===== config.mk =====
export PLATFORM = sky130hd
export DESIGN_NAME = ledcount_sched_flat
export DESIGN_NICKNAME = d
export VERILOG_FILES = /design/src/rtl/ledcount_sched_if.sv /design/src/rtl/ledcount_sched.sv /design/src/flat_wrapper.sv
export SDC_FILE = /design/constraint.sdc
export NUM_CORES = 1
export LEC_CHECK = 0
export ABC_AREA = 0
export BUFFER_PORTS_ARGS = -buffer_cell sky130_fd_sc_hd__buf_2
export CAP_MARGIN = 20
export CELL_PAD_IN_SITES_DETAIL_PLACEMENT = 0
export CELL_PAD_IN_SITES_GLOBAL_PLACEMENT = 1
export CORE_ASPECT_RATIO = 2
export CORE_MARGIN = 4
export CORE_UTILIZATION = 25
export CTS_BUF_LIST = sky130_fd_sc_hd__clkbuf_4
export CTS_CLUSTER_SIZE = 24
export DETAILED_ROUTE_END_ITERATION = 8
export PLACE_DENSITY = 0.65
export SLEW_MARGIN = 20
export SYNTH_ARGS = -nofsm -noshare
export SYNTH_HDL_FRONTEND = slang
export SYNTH_SLANG_ARGS = --single-unit

===== constraint.sdc =====
create_clock -name clk -period 2.26 [get_ports clk]
set_input_delay 0.113 -clock clk [delete_from_list [all_inputs] [get_ports clk]]
set_output_delay 0.113 -clock clk [all_outputs]
set_load 0.005 [all_outputs]

===== src/rtl/ledcount_sched_if.sv =====
// Requester and response handshake bundle for ledcount_sched.
// The slave modport is the scheduler's view; the master modport is the client's view.
interface ledcount_sched_if #(
   parameter int N_REQ = 4,
   parameter int A_W   = 6,
   parameter int B_W   = 4
);
   localparam int ID_W = (N_REQ > 1) ? $clog2(N_REQ) : 1;

   logic [N_REQ-1:0]     req_valid;
   logic [N_REQ*A_W-1:0] req_data;
   logic [N_REQ-1:0]     req_ready;
   logic                 rsp_valid;
   logic                 rsp_ready;
   logic [ID_W-1:0]      rsp_id;
   logic [B_W-1:0]       rsp_data;
   logic [A_W-1:0]       rsp_operand;

   modport master (
      output req_valid, req_data, rsp_ready,
      input  req_ready, rsp_valid, rsp_id, rsp_data, rsp_operand
   );

   modport slave (
      input  req_valid, req_data, rsp_ready,
      output req_ready, rsp_valid, rsp_id, rsp_data, rsp_operand
   );
endinterface


===== src/rtl/ledcount_sched.sv =====
// Round-robin scheduler sharing one combinational ledcount datapath among N_REQ requesters.
// One transaction in flight: grant in IDLE, hold lc_a for SETTLE cycles, return the sampled result.
module ledcount_sched #(
   parameter int N_REQ  = 4,
   parameter int A_W    = 6,
   parameter int B_W    = 4,
   parameter int SETTLE = 1
) (
   input  logic                  clk,
   input  logic                  rst_n,
   ledcount_sched_if.slave       bus,
   output logic [A_W-1:0]        lc_a,
   input  logic [B_W-1:0]        lc_b,
   output logic                  busy
);
   localparam int ID_W  = (N_REQ > 1) ? $clog2(N_REQ) : 1;
   localparam int IDX_W = ID_W + 1;
   localparam int CNT_W = (SETTLE > 1) ? $clog2(SETTLE) : 1;

   typedef enum logic [1:0] {
      ST_IDLE   = 2'd0,
      ST_SETTLE = 2'd1,
      ST_RESP   = 2'd2
   } state_t;

   state_t            state_q, state_d;
   logic [CNT_W-1:0]  cnt_q, cnt_d;
   logic [ID_W-1:0]   rr_ptr_q, rr_ptr_d;
   logic [A_W-1:0]    lc_a_q, lc_a_d;
   logic              rsp_valid_q, rsp_valid_d;
   logic [B_W-1:0]    rsp_data_q, rsp_data_d;
   logic [ID_W-1:0]   rsp_id_q, rsp_id_d;
   logic [A_W-1:0]    rsp_operand_q, rsp_operand_d;
   logic              busy_q, busy_d;

   logic              found_s;
   logic [ID_W-1:0]   winner_s;
   logic [IDX_W-1:0]  idx_s;
   logic [A_W-1:0]    sel_data_s;
   logic [N_REQ-1:0]  req_ready_s;

   // Rotating priority scan from rr_ptr; the index folds back below N_REQ so odd sizes work.
   always_comb begin
      found_s  = 1'b0;
      winner_s = '0;
      idx_s    = '0;
      for (int k = 0; k < N_REQ; k++) begin
         idx_s = {1'b0, rr_ptr_q} + IDX_W'(k);
         if (idx_s >= IDX_W'(N_REQ)) begin
            idx_s = idx_s - IDX_W'(N_REQ);
         end else begin
            idx_s = idx_s;
         end
         if (!found_s && bus.req_valid[idx_s[ID_W-1:0]]) begin
            found_s  = 1'b1;
            winner_s = idx_s[ID_W-1:0];
         end else begin
            found_s  = found_s;
         end
      end
   end

   assign sel_data_s = bus.req_data[int'(winner_s)*A_W +: A_W];

   // Grant is combinational and only offered while idle and out of reset.
   always_comb begin
      req_ready_s = '0;
      if (rst_n && (state_q == ST_IDLE) && found_s) begin
         req_ready_s[winner_s] = 1'b1;
      end else begin
         req_ready_s = '0;
      end
   end

   // Next-state and datapath register updates.
   always_comb begin
      state_d       = state_q;
      cnt_d         = cnt_q;
      rr_ptr_d      = rr_ptr_q;
      lc_a_d        = lc_a_q;
      rsp_valid_d   = rsp_valid_q;
      rsp_data_d    = rsp_data_q;
      rsp_id_d      = rsp_id_q;
      rsp_operand_d = rsp_operand_q;
      case (state_q)
         ST_IDLE: begin
            if (found_s) begin
               state_d       = ST_SETTLE;
               lc_a_d        = sel_data_s;
               rsp_operand_d = sel_data_s;
               rsp_id_d      = winner_s;
               cnt_d         = CNT_W'(SETTLE - 1);
               if (winner_s == ID_W'(N_REQ - 1)) begin
                  rr_ptr_d = '0;
               end else begin
                  rr_ptr_d = winner_s + ID_W'(1);
               end
            end else begin
               state_d = ST_IDLE;
            end
         end
         ST_SETTLE: begin
            if (cnt_q == '0) begin
               rsp_data_d  = lc_b;
               rsp_valid_d = 1'b1;
               state_d     = ST_RESP;
            end else begin
               cnt_d = cnt_q - CNT_W'(1);
            end
         end
         ST_RESP: begin
            if (bus.rsp_ready) begin
               rsp_valid_d = 1'b0;
               state_d     = ST_IDLE;
            end else begin
               state_d = ST_RESP;
            end
         end
         default: begin
            state_d     = ST_IDLE;
            rsp_valid_d = 1'b0;
         end
      endcase
      busy_d = (state_d != ST_IDLE);
   end

   // State and output registers; async reset drops any in-flight transaction.
   always_ff @(posedge clk or negedge rst_n) begin
      if (!rst_n) begin
         state_q       <= ST_IDLE;
         cnt_q         <= '0;
         rr_ptr_q      <= '0;
         lc_a_q        <= '0;
         rsp_valid_q   <= 1'b0;
         rsp_data_q    <= '0;
         rsp_id_q      <= '0;
         rsp_operand_q <= '0;
         busy_q        <= 1'b0;
      end else begin
         state_q       <= state_d;
         cnt_q         <= cnt_d;
         rr_ptr_q      <= rr_ptr_d;
         lc_a_q        <= lc_a_d;
         rsp_valid_q   <= rsp_valid_d;
         rsp_data_q    <= rsp_data_d;
         rsp_id_q      <= rsp_id_d;
         rsp_operand_q <= rsp_operand_d;
         busy_q        <= busy_d;
      end
   end

   assign bus.req_ready   = req_ready_s;
   assign bus.rsp_valid   = rsp_valid_q;
   assign bus.rsp_data    = rsp_data_q;
   assign bus.rsp_id      = rsp_id_q;
   assign bus.rsp_operand = rsp_operand_q;
   assign lc_a            = lc_a_q;
   assign busy            = busy_q;
endmodule


===== src/flat_wrapper.sv =====
// flat-port wrapper written by rule: the top's interface ports become plain ports
module ledcount_sched_flat 
#(
   parameter int N_REQ  = 4,
   parameter int A_W    = 6,
   parameter int B_W    = 4,
   parameter int SETTLE = 1
)
  (clk, rst_n, lc_a, lc_b, busy, bus_req_valid, bus_req_data, bus_rsp_ready, bus_req_ready, bus_rsp_valid, bus_rsp_id, bus_rsp_data, bus_rsp_operand);
  ledcount_sched_if #(.N_REQ(N_REQ), .A_W(A_W), .B_W(B_W)) bus_i ();
  input  logic clk;
  input  logic rst_n;
  output logic [A_W-1:0] lc_a;
  input  logic [B_W-1:0] lc_b;
  output logic busy;
  input wire logic [$bits(bus_i.req_valid)-1:0] bus_req_valid;
  input wire logic [$bits(bus_i.req_data)-1:0] bus_req_data;
  input wire logic [$bits(bus_i.rsp_ready)-1:0] bus_rsp_ready;
  output wire logic [$bits(bus_i.req_ready)-1:0] bus_req_ready;
  output wire logic [$bits(bus_i.rsp_valid)-1:0] bus_rsp_valid;
  output wire logic [$bits(bus_i.rsp_id)-1:0] bus_rsp_id;
  output wire logic [$bits(bus_i.rsp_data)-1:0] bus_rsp_data;
  output wire logic [$bits(bus_i.rsp_operand)-1:0] bus_rsp_operand;
  assign bus_i.req_valid = bus_req_valid;
  assign bus_i.req_data = bus_req_data;
  assign bus_i.rsp_ready = bus_rsp_ready;
  assign bus_req_ready = bus_i.req_ready;
  assign bus_rsp_valid = bus_i.rsp_valid;
  assign bus_rsp_id = bus_i.rsp_id;
  assign bus_rsp_data = bus_i.rsp_data;
  assign bus_rsp_operand = bus_i.rsp_operand;
  ledcount_sched #(.N_REQ(N_REQ), .A_W(A_W), .B_W(B_W), .SETTLE(SETTLE)) u_core (.clk(clk), .rst_n(rst_n), .bus(bus_i), .lc_a(lc_a), .lc_b(lc_b), .busy(busy));
endmodule

==> results of run 1 <==
## through the flow
stage          hold slack (ns)  instances  power [µW]  setup slack [ns]
3_3_place_gp            0.0778        209        1560             0.420
4_1_cts                 0.0348        214        1770            0.0220
6_report                0.0433        216        1770             0.153
5_1_grt                 0.0410        216        1910          0.000393
2_1_floorplan           -0.183        103        1270             0.501
3_5_place_dp            0.0897        209        1610             0.335
## cell usage in the layout (no fill, tap or decap), types with 2 or more instances in the layout
cell / instances
nor2_1: 5
a21o_1: 3
mux2_4: 5
mux2_2: 4
ha_1: 4
nand3_1: 6
and3_1: 4
o21ai_0: 7
clkbuf_4: 3
a221o_1: 6
buf_2: 58
nand2_1: 6
dfrtp_1: 18
inv_1: 2
o21a_1: 2
a21oi_1: 7
nand2b_1: 3
buf_4: 3
## worst max path at each step
stage	slack [ns]	endpoint
2_1_floorplan	0.50	u_core.lc_a[0]
3_3_place_gp	0.42	u_core.lc_a[2]
3_5_place_dp	0.34	u_core.lc_a[2]
4_1_cts	0.02	bus_req_ready[0]
5_1_grt	0.0004	bus_req_ready[0]
6_report	0.15	bus_req_ready[1]
## timing repair
action / in CTS / in global routing
hold endpoints to repair: 18 / 0
endpoints found under the setup margin: 0 / 2
hold buffers: 1 / 0
buffers inserted: 0 / 2
## worst max-delay path, stage by stage, from the launching register on
cell,delay (ns)
dfrtp_1,0.53
nand2b_1,0.15
a211oi_1,0.33
nor2_1,0.13
inv_1,0.11
ha_1,0.18
and3_1,0.15
buf_2,0.11
## state kept, by name, summed over array words and instances, names as in the netlist
register              cells
u_core.bus.rsp_data       4
u_core.state_q            2
u_core.bus.rsp_id         2
u_core.lc_a               6
u_core.bus.rsp_valid      1
u_core.rr_ptr_q           2
u_core.busy               1
## cells by family after synthesis
family | after synthesis
AND/OR/NAND/NOR | 27
flip-flops | 18
adder cells (fa/ha/maj) | 4
buffers and inverters | 10
AO/OA/AOI/OAI | 33
multiplexers | 11
## final cells by class
class / instances / share of cell area (%)
Clock buffer: 3 / 1.53
Multi-Input combinational cell: 75 / 40.3
Inverter: 3 / 0.765
Tap cell: 54 / 4.59
Sequential cell: 18 / 30.6
Clock inverter: 1 / 0.255
Timing Repair Buffer: 62 / 21.9
## power groups by stage
stage               clock [µW]  sequential (µW)  combinational (µW)
global placement             0              609                 951
floorplan                    0              614                 654
finish                     166              617                 985
detailed placement           0              621                 985
CTS                        173              615                 986
global route               186              635                1090
## layer usage
| layer | vias to the layer above | GRT usage (%) |
|---|---|---|
| li1 | 495 | - |
| met1 | 498 | 12.4 |
| met2 | 42 | 21.9 |
| met3 | 4 | 1.31 |
| met4 | 0 | 5.06 |
| met5 | - | 0 |
==> flow_summary.ini, run 1 <==
[synth]
synthMuxAreaShare_pct = 13.2
yosys_warnings = 0
netlist_top_cells_area = dfrtp_1, mux2_4, a221o_1
synth_top_area_share_pct = 40.8
synth_edf_count = 0
synth-simple-area-share_pct = 12.7
synth_xor_area_share_pct = 0
synth_cells = 103
synth_top_family_by_area = compound AO/OA/AOI/OAI gates
syn_area_mm2 = 0.00110
postSynthAreaPerCell_um2 = 10.7
synth_compound_area_share_pct = 23.4
postSynth.asyncResetShare_pct = 100
synth_most_common_cell = dfrtp_1
synth_flop_cell = dfrtp_1
synthTopCellsByCount = dfrtp_1, a21oi_1, o21ai_0
synth.distinct_cells = 31
synth-seq-cells = 18
synth_nets = 142
yosys.area_share.adder_pct = 4.54
synth.yosys.seq_area_share_pct = 40.8
synth_area_leader_cell = dfrtp_1

[setup_path]
required_ns = 2.15
cp-end-kind = primary output
ff2ff_setup_slack_ns = 0.23
r2r_end = u_core.lc_a[2]
startpoint = u_core.rr_ptr_q[0]
startpoint_type = flop
regToRegStartpoint = u_core.rr_ptr_q[1]
reg2reg_depth = 6
worstSetupPathType = reg2out
cp_max_fo = 6
arrival_ns = 1.99

[drt]
vias = 1039
met1_length_um = 1180
first_iter_violations = 23
drtAntennaViolNets = 0
viasPerCell = 4.81
drt_wl_total_um = 3260
drt-wirelength-per-cell_um = 15.1
first_pass_iters = 4
top_layer = met4
wl_met3_um = 240
drcViolationCount = 0
routed-wl-met2_um = 1800

[floorplan]
initial_core_util_pct = 25.7
die_y_um = 102
io_pins = 59
die-area_mm2 = 0.00561
core_mm2 = 0.00430
core.rowCount = 34
die_w_um = 55.0

[global_route]
antenna_found_initial = 0
overflow = 0
grt_pass1_vias = 1061
grt_pass1_wl_um = 4890
grt_use_total_pct = 11.8
grt_max_degree = 23

[placement]
dp_hpwl_um = 2730
gp_congestion = 0.778
dpl_cell_area_mm2 = 0.00142
io_buffers = 58

[clocking]
clock_path_buffers = 2
cts_tree = built
insertion_delay_ns = 0.30
clk_pin_slew_worst_paths_ns = 0.11
cts_resized = 0
cts_buffers = 3
cts_root_buf = clkbuf_4
htree_levels = 1
numClockSinks = 18

[flow_run]
maxCapViolations = 0

[hold_path]
hold_end = u_core.bus.rsp_data[1]
min_from = lc_b[1]
whs_path_depth = 2
hold_class = in2reg

[sta]
finalClockSkew_ns = 0.0146
drv_slew = 0
finalHoldViolCount = 0
relSlewSlack_pct = 60.1
setup_tns_ns = 0
period_share_pct = 93.2
tightest_slew_ns = 0.597
fmax_mhz = 475
rsz0062_at_grt = false
fin_crit_ns = 2.11
finalSetupViolations = 0

[finish]
drive_above_1_share_pct = 48.1
nets = 202
stdcell_area_mm2 = 0.00147
multi_input_area_um2 = 593
diodes = 0
final_core_util_pct = 34.2
seq_area_um2 = 450
area_growth_pct = 33.3
n_fill_cell = 461

[status]
status = complete, no violations

[pwr]
pwr-share-clk_pct = 9.4
seq_power_share_pct = 34.9
powerDensity_mw_per_mm2 = 1200
intPower_uw = 1050
comb_power_share_pct = 55.7
leakage_uw = 0.000762
net-switching-power_uw = 715
swShare_pct = 40.4
vdd_ir_drop_max_mv = 0.470
No activity file was read; power rests on OpenSTA's default activity.
==> run 2: changes to the inputs <==
==> constraint.sdc (replaced) <==
create_clock -name clk -period 2.48 [get_ports clk]
set_input_delay 0.124 -clock clk [delete_from_list [all_inputs] [get_ports clk]]
set_output_delay 0.124 -clock clk [all_outputs]
set_load 0.005 [all_outputs]
==> flow_summary.ini, run 2 (synthesis gave the netlist of run 1 again) <==
[status]
status = complete, no violations

[finish]
area_growth_pct = 31.3
drive_above_1_share_pct = 47.2
nets = 199
diodes = 0
n_fill_cell = 456
mostFrequentLayoutCell = buf_2
mostFrequentLayoutCells = buf_2, dfrtp_1, o21ai_0, a21oi_1
largest_reg_flops = 6

[setup_path]
cp-end-kind = primary output
worstSetupPathType = reg2out
cp_max_fo = 9
regToRegStartpoint = u_core.rr_ptr_q[1]
cp_top_family = simple AND/OR/NAND/NOR gates
startpoint_type = flop
worst_path_max_delay_cell = dfrtp_1
worst-path-buf-inv = 2
arrival_ns = 2.11
r2r_end = u_core.lc_a[5]
reg2reg_depth = 5
required_ns = 2.36
critical_path.cell_chain = nand2b_1 > a21oi_4 > nor2_4 > inv_1 > ha_1 > and3_1 > buf_2
cp_slowest_stage_delay_ns = 0.48
ff2ff_setup_slack_ns = 0.53

[global_route]
grt_max_degree = 23
grt_pass1_wl_um = 4930
grt_use_total_pct = 11.7
antenna_found_initial = 0
grt_pass1_vias = 1092
overflow = 0

[pwr]
power_uw = 1570
vdd_ir_drop_max_mv = 0.360
powerDensity_mw_per_mm2 = 1080
leakage_uw = 0.000748

[sta]
setup_tns_ns = 0
fmax_mhz = 449
finalClockSkew_ns = 0.00201
hold_slack_ns = 0.0663
relSlewSlack_pct = 60.6
finalSetupViolations = 0
finalHoldViolCount = 0
drv_slew = 0
tightest_slew_ns = 0.588
fin_crit_ns = 2.23
period_share_pct = 89.9
rsz0062_at_grt = false

[hold_path]
whs_path_depth = 2
hold_class = in2reg
hold_end = u_core.bus.rsp_data[1]
min_from = lc_b[1]

[clocking]
htree_levels = 1
postCtsSetupBuffers = 0
cts_buffers = 3
clock_path_buffers = 2
postCtsHoldBufs = 1
numClockSinks = 18
cts_resized = 0
cts_tree = built
insertion_delay_ns = 0.29
clk_pin_slew_worst_paths_ns = 0.10
cts_root_buf = clkbuf_4

[floorplan]
io_pins = 59
die_y_um = 102
core_mm2 = 0.00430
initial_core_util_pct = 25.7
die_w_um = 55.0
core.rowCount = 34
die-area_mm2 = 0.00561

[drt]
first_iter_violations = 10
drtAntennaViolNets = 0
first_pass_iters = 4
vias = 1001
drt_wl_total_um = 3130
drcViolationCount = 0
viasPerCell = 4.70
drt-wirelength-per-cell_um = 14.7

[placement]
dp_hpwl_um = 2630
gp_congestion = 0.780
io_buffers = 58

[flow_run]
maxCapViolations = 0
run 2: power by group:
group | internal (µW) | total (µW) | switching [µW]
logic | 433 | 863 | 429
clock network | 58.4 | 144 | 86.0
registers | 443 | 560 | 117
run 2: layer usage:
layer	up-vias	share of wire, %	GRT usage [%]
met5	-	0	0
met2	38	56	21.0
met3	2	7.1	1.17
li1	490	-	-
met1	471	36	13.1
met4	0	1.2	5.62
run 2: worst register-to-register path, stage by stage (launching register included):
cell	delay [ns]
dfrtp_1	0.48
nand2b_1	0.29
a21oi_4	0.13
nor2_4	0.28
mux2_4	0.34
a221o_1	0.32
run 2: how the worst max path moves through the flow:
stage | endpoint | slack [ns] | cells past startpoint | start
3_3_place_gp | u_core.lc_a[5] | 0.62 | 7 | bus_req_valid[3]
3_5_place_dp | u_core.lc_a[3] | 0.55 | 5 | u_core.rr_ptr_q[1]
5_1_grt | bus_req_ready[0] | 0.10 | 7 | u_core.rr_ptr_q[1]
6_report | bus_req_ready[0] | 0.25 | 7 | u_core.rr_ptr_q[1]
4_1_cts | bus_req_ready[0] | 0.23 | 7 | u_core.rr_ptr_q[1]
2_1_floorplan | u_core.lc_a[0] | 0.72 | 5 | u_core.rr_ptr_q[1]
run 2: final cells by class:
cell class	instances	area, µm²	share of cell area, %
well taps	54	67.6	4.66
multi-input cells	75	593	40.9
repair buffers	59	300	20.7
inverters	3	11.3	0.777
flip-flops and latches	18	450	31.1
clock buffers	3	22.5	1.55
clock inverters	1	3.75	0.259
run 2: per-stage QoR:
step,worst slack (ns),cells,cell area [µm²],utilization (%)
after floorplan,0.721,103,1100,-
after detailed placement,0.555,208,1410,32.9
final,0.251,213,1450,33.7
after CTS,0.230,213,1450,33.7
after global routing,0.102,213,1450,33.7
after global placement,0.621,208,1410,32.9
==> run 3: changes to the inputs <==
--- a/config.mk
+++ b/config.mk
@@ -16,6 +16,7 @@
 export CTS_BUF_LIST = sky130_fd_sc_hd__clkbuf_4
 export CTS_CLUSTER_SIZE = 24
 export DETAILED_ROUTE_END_ITERATION = 8
+export MAX_ROUTING_LAYER = met4
 export PLACE_DENSITY = 0.65
 export SLEW_MARGIN = 20
 export SYNTH_ARGS = -nofsm -noshare
==> flow_summary.ini, run 3 (synthesis gave the netlist of run 1 again) <==
[status]
status = complete, no violations

[sta]
fin_crit_ns = 2.23
finalHoldViolCount = 0
setup_tns_ns = 0
drv_slew = 0
finalClockSkew_ns = 0.00212
fmax_mhz = 448
finalSetupViolations = 0
relSlewSlack_pct = 60.6
tightest_slew_ns = 0.589
period_share_pct = 90.0
rsz0062_at_grt = false

[drt]
drtAntennaViolNets = 0
drt-wirelength-per-cell_um = 14.7
viasPerCell = 4.69
vias = 999
drt_wl_total_um = 3120
drcViolationCount = 0
first_pass_iters = 4
first_iter_violations = 9

[finish]
area_growth_pct = 31.3
n_fill_cell = 456
seq_area_um2 = 450
nets = 199
mostFrequentLayoutCell = buf_2
multi_input_area_um2 = 593
largest_reg_flops = 6
drive_above_1_share_pct = 47.2
diodes = 0
mostFrequentLayoutCells = buf_2, dfrtp_1, o21ai_0, a21oi_1

[floorplan]
core_mm2 = 0.00430
die_w_um = 55.0
initial_core_util_pct = 25.7
core.rowCount = 34
die-area_mm2 = 0.00561
die_y_um = 102
io_pins = 59

[clocking]
cts_buffers = 3
cts_tree = built
postCtsSetupBuffers = 0
insertion_delay_ns = 0.29
clk_pin_slew_worst_paths_ns = 0.10
cts_root_buf = clkbuf_4
numClockSinks = 18
htree_levels = 1
clock_path_buffers = 2

[setup_path]
regToRegStartpoint = u_core.rr_ptr_q[1]
cp_slowest_stage_delay_ns = 0.48
arrival_ns = 2.11
reg2reg_depth = 5
cp_max_fo = 9
worstSetupPathType = reg2out
critical_path.cell_chain = nand2b_1 > a21oi_4 > nor2_4 > inv_1 > ha_1 > and3_1 > buf_2
cp-end-kind = primary output
startpoint = u_core.rr_ptr_q[1]
path_depth = 7
startpoint_type = flop
worst-path-buf-inv = 2
cp_top_family = simple AND/OR/NAND/NOR gates
worst_path_max_delay_cell = dfrtp_1
required_ns = 2.36

[hold_path]
min_from = lc_b[1]
hold_class = in2reg
whs_path_depth = 2

[placement]
dp_hpwl_um = 2630
io_buffers = 58
gp_congestion = 0.791

[global_route]
grt_pass1_wl_um = 4940
antenna_found_initial = 0
grt_pass1_vias = 1089
grt_use_total_pct = 12.1
overflow = 0
grt_max_degree = 23

[pwr]
vdd_ir_drop_max_mv = 0.360
leakage_uw = 0.000748
power_uw = 1570
powerDensity_mw_per_mm2 = 1080

[flow_run]
maxCapViolations = 0
[run 3: cell counts in the layout (fill, tap and decap cells not counted)]
Identical to the previous run, type by type.
[run 3: report_power, final]
group | internal, µW | total [µW] | switching (µW)
Sequential | 443 | 560 | 117
Combinational | 433 | 863 | 429
Clock | 58.4 | 145 | 86.1
Total | 934 | 1570 | 633
[run 3: area by class of cell]
| type | count | share of cell area [%] |
|---|---|---|
| clock buffer | 3 | 1.55 |
| clock inverter | 1 | 0.259 |
| inverter | 3 | 0.777 |
| multi-input combinational | 75 | 40.9 |
| sequential | 18 | 31.1 |
| tap | 54 | 4.66 |
| timing repair buffer | 59 | 20.7 |
[run 3: per-layer routing]
metal	up-vias	GRT usage, %	share of wire [%]
li1	490	-	-
met1	469	13.5	36
met2	38	20.9	56
met3	2	0.730	6.3
met4	0	5.62	1.2
met5	-	-	0
[run 3: path summary, 6_finish.rpt]
check	to	slack [ns]
max in group asynchronous	u_core.lc_a[2]	1.89
hold reg to reg	u_core.bus.rsp_id[1]	0.49
setup / recovery	bus_req_ready[0]	0.25
min in group asynchronous	u_core.bus.rsp_valid	0.30
hold / removal	u_core.bus.rsp_data[1]	0.07
setup reg to reg	u_core.lc_a[5]	0.53
[run 3: worst register-to-register path, stage by stage (launching register included)]
cell      delay (ns)
dfrtp_1         0.48
nand2b_1        0.29
a21oi_4         0.13
nor2_4          0.28
mux2_4          0.34
a221o_1         0.32
[run 3: stage by stage]
step | hold WS (ns) | setup slack, ns | std cells | area [µm²] | utilization [%]
6_report | 0.0662 | 0.248 | 213 | 1450 | 33.7
5_1_grt | 0.0595 | 0.102 | 213 | 1450 | 33.7
4_1_cts | 0.0614 | 0.230 | 213 | 1450 | 33.7
3_5_place_dp | 0.0901 | 0.555 | 208 | 1410 | 32.9
3_3_place_gp | 0.0886 | 0.621 | 208 | 1410 | 32.9
2_1_floorplan | -0.172 | 0.721 | 103 | 1100 | -
[run 3: what timing repair did]
item,CTS,global route
endpoints found under the hold margin,18,0
gates resized for setup,0,0
hold buffers,1,0
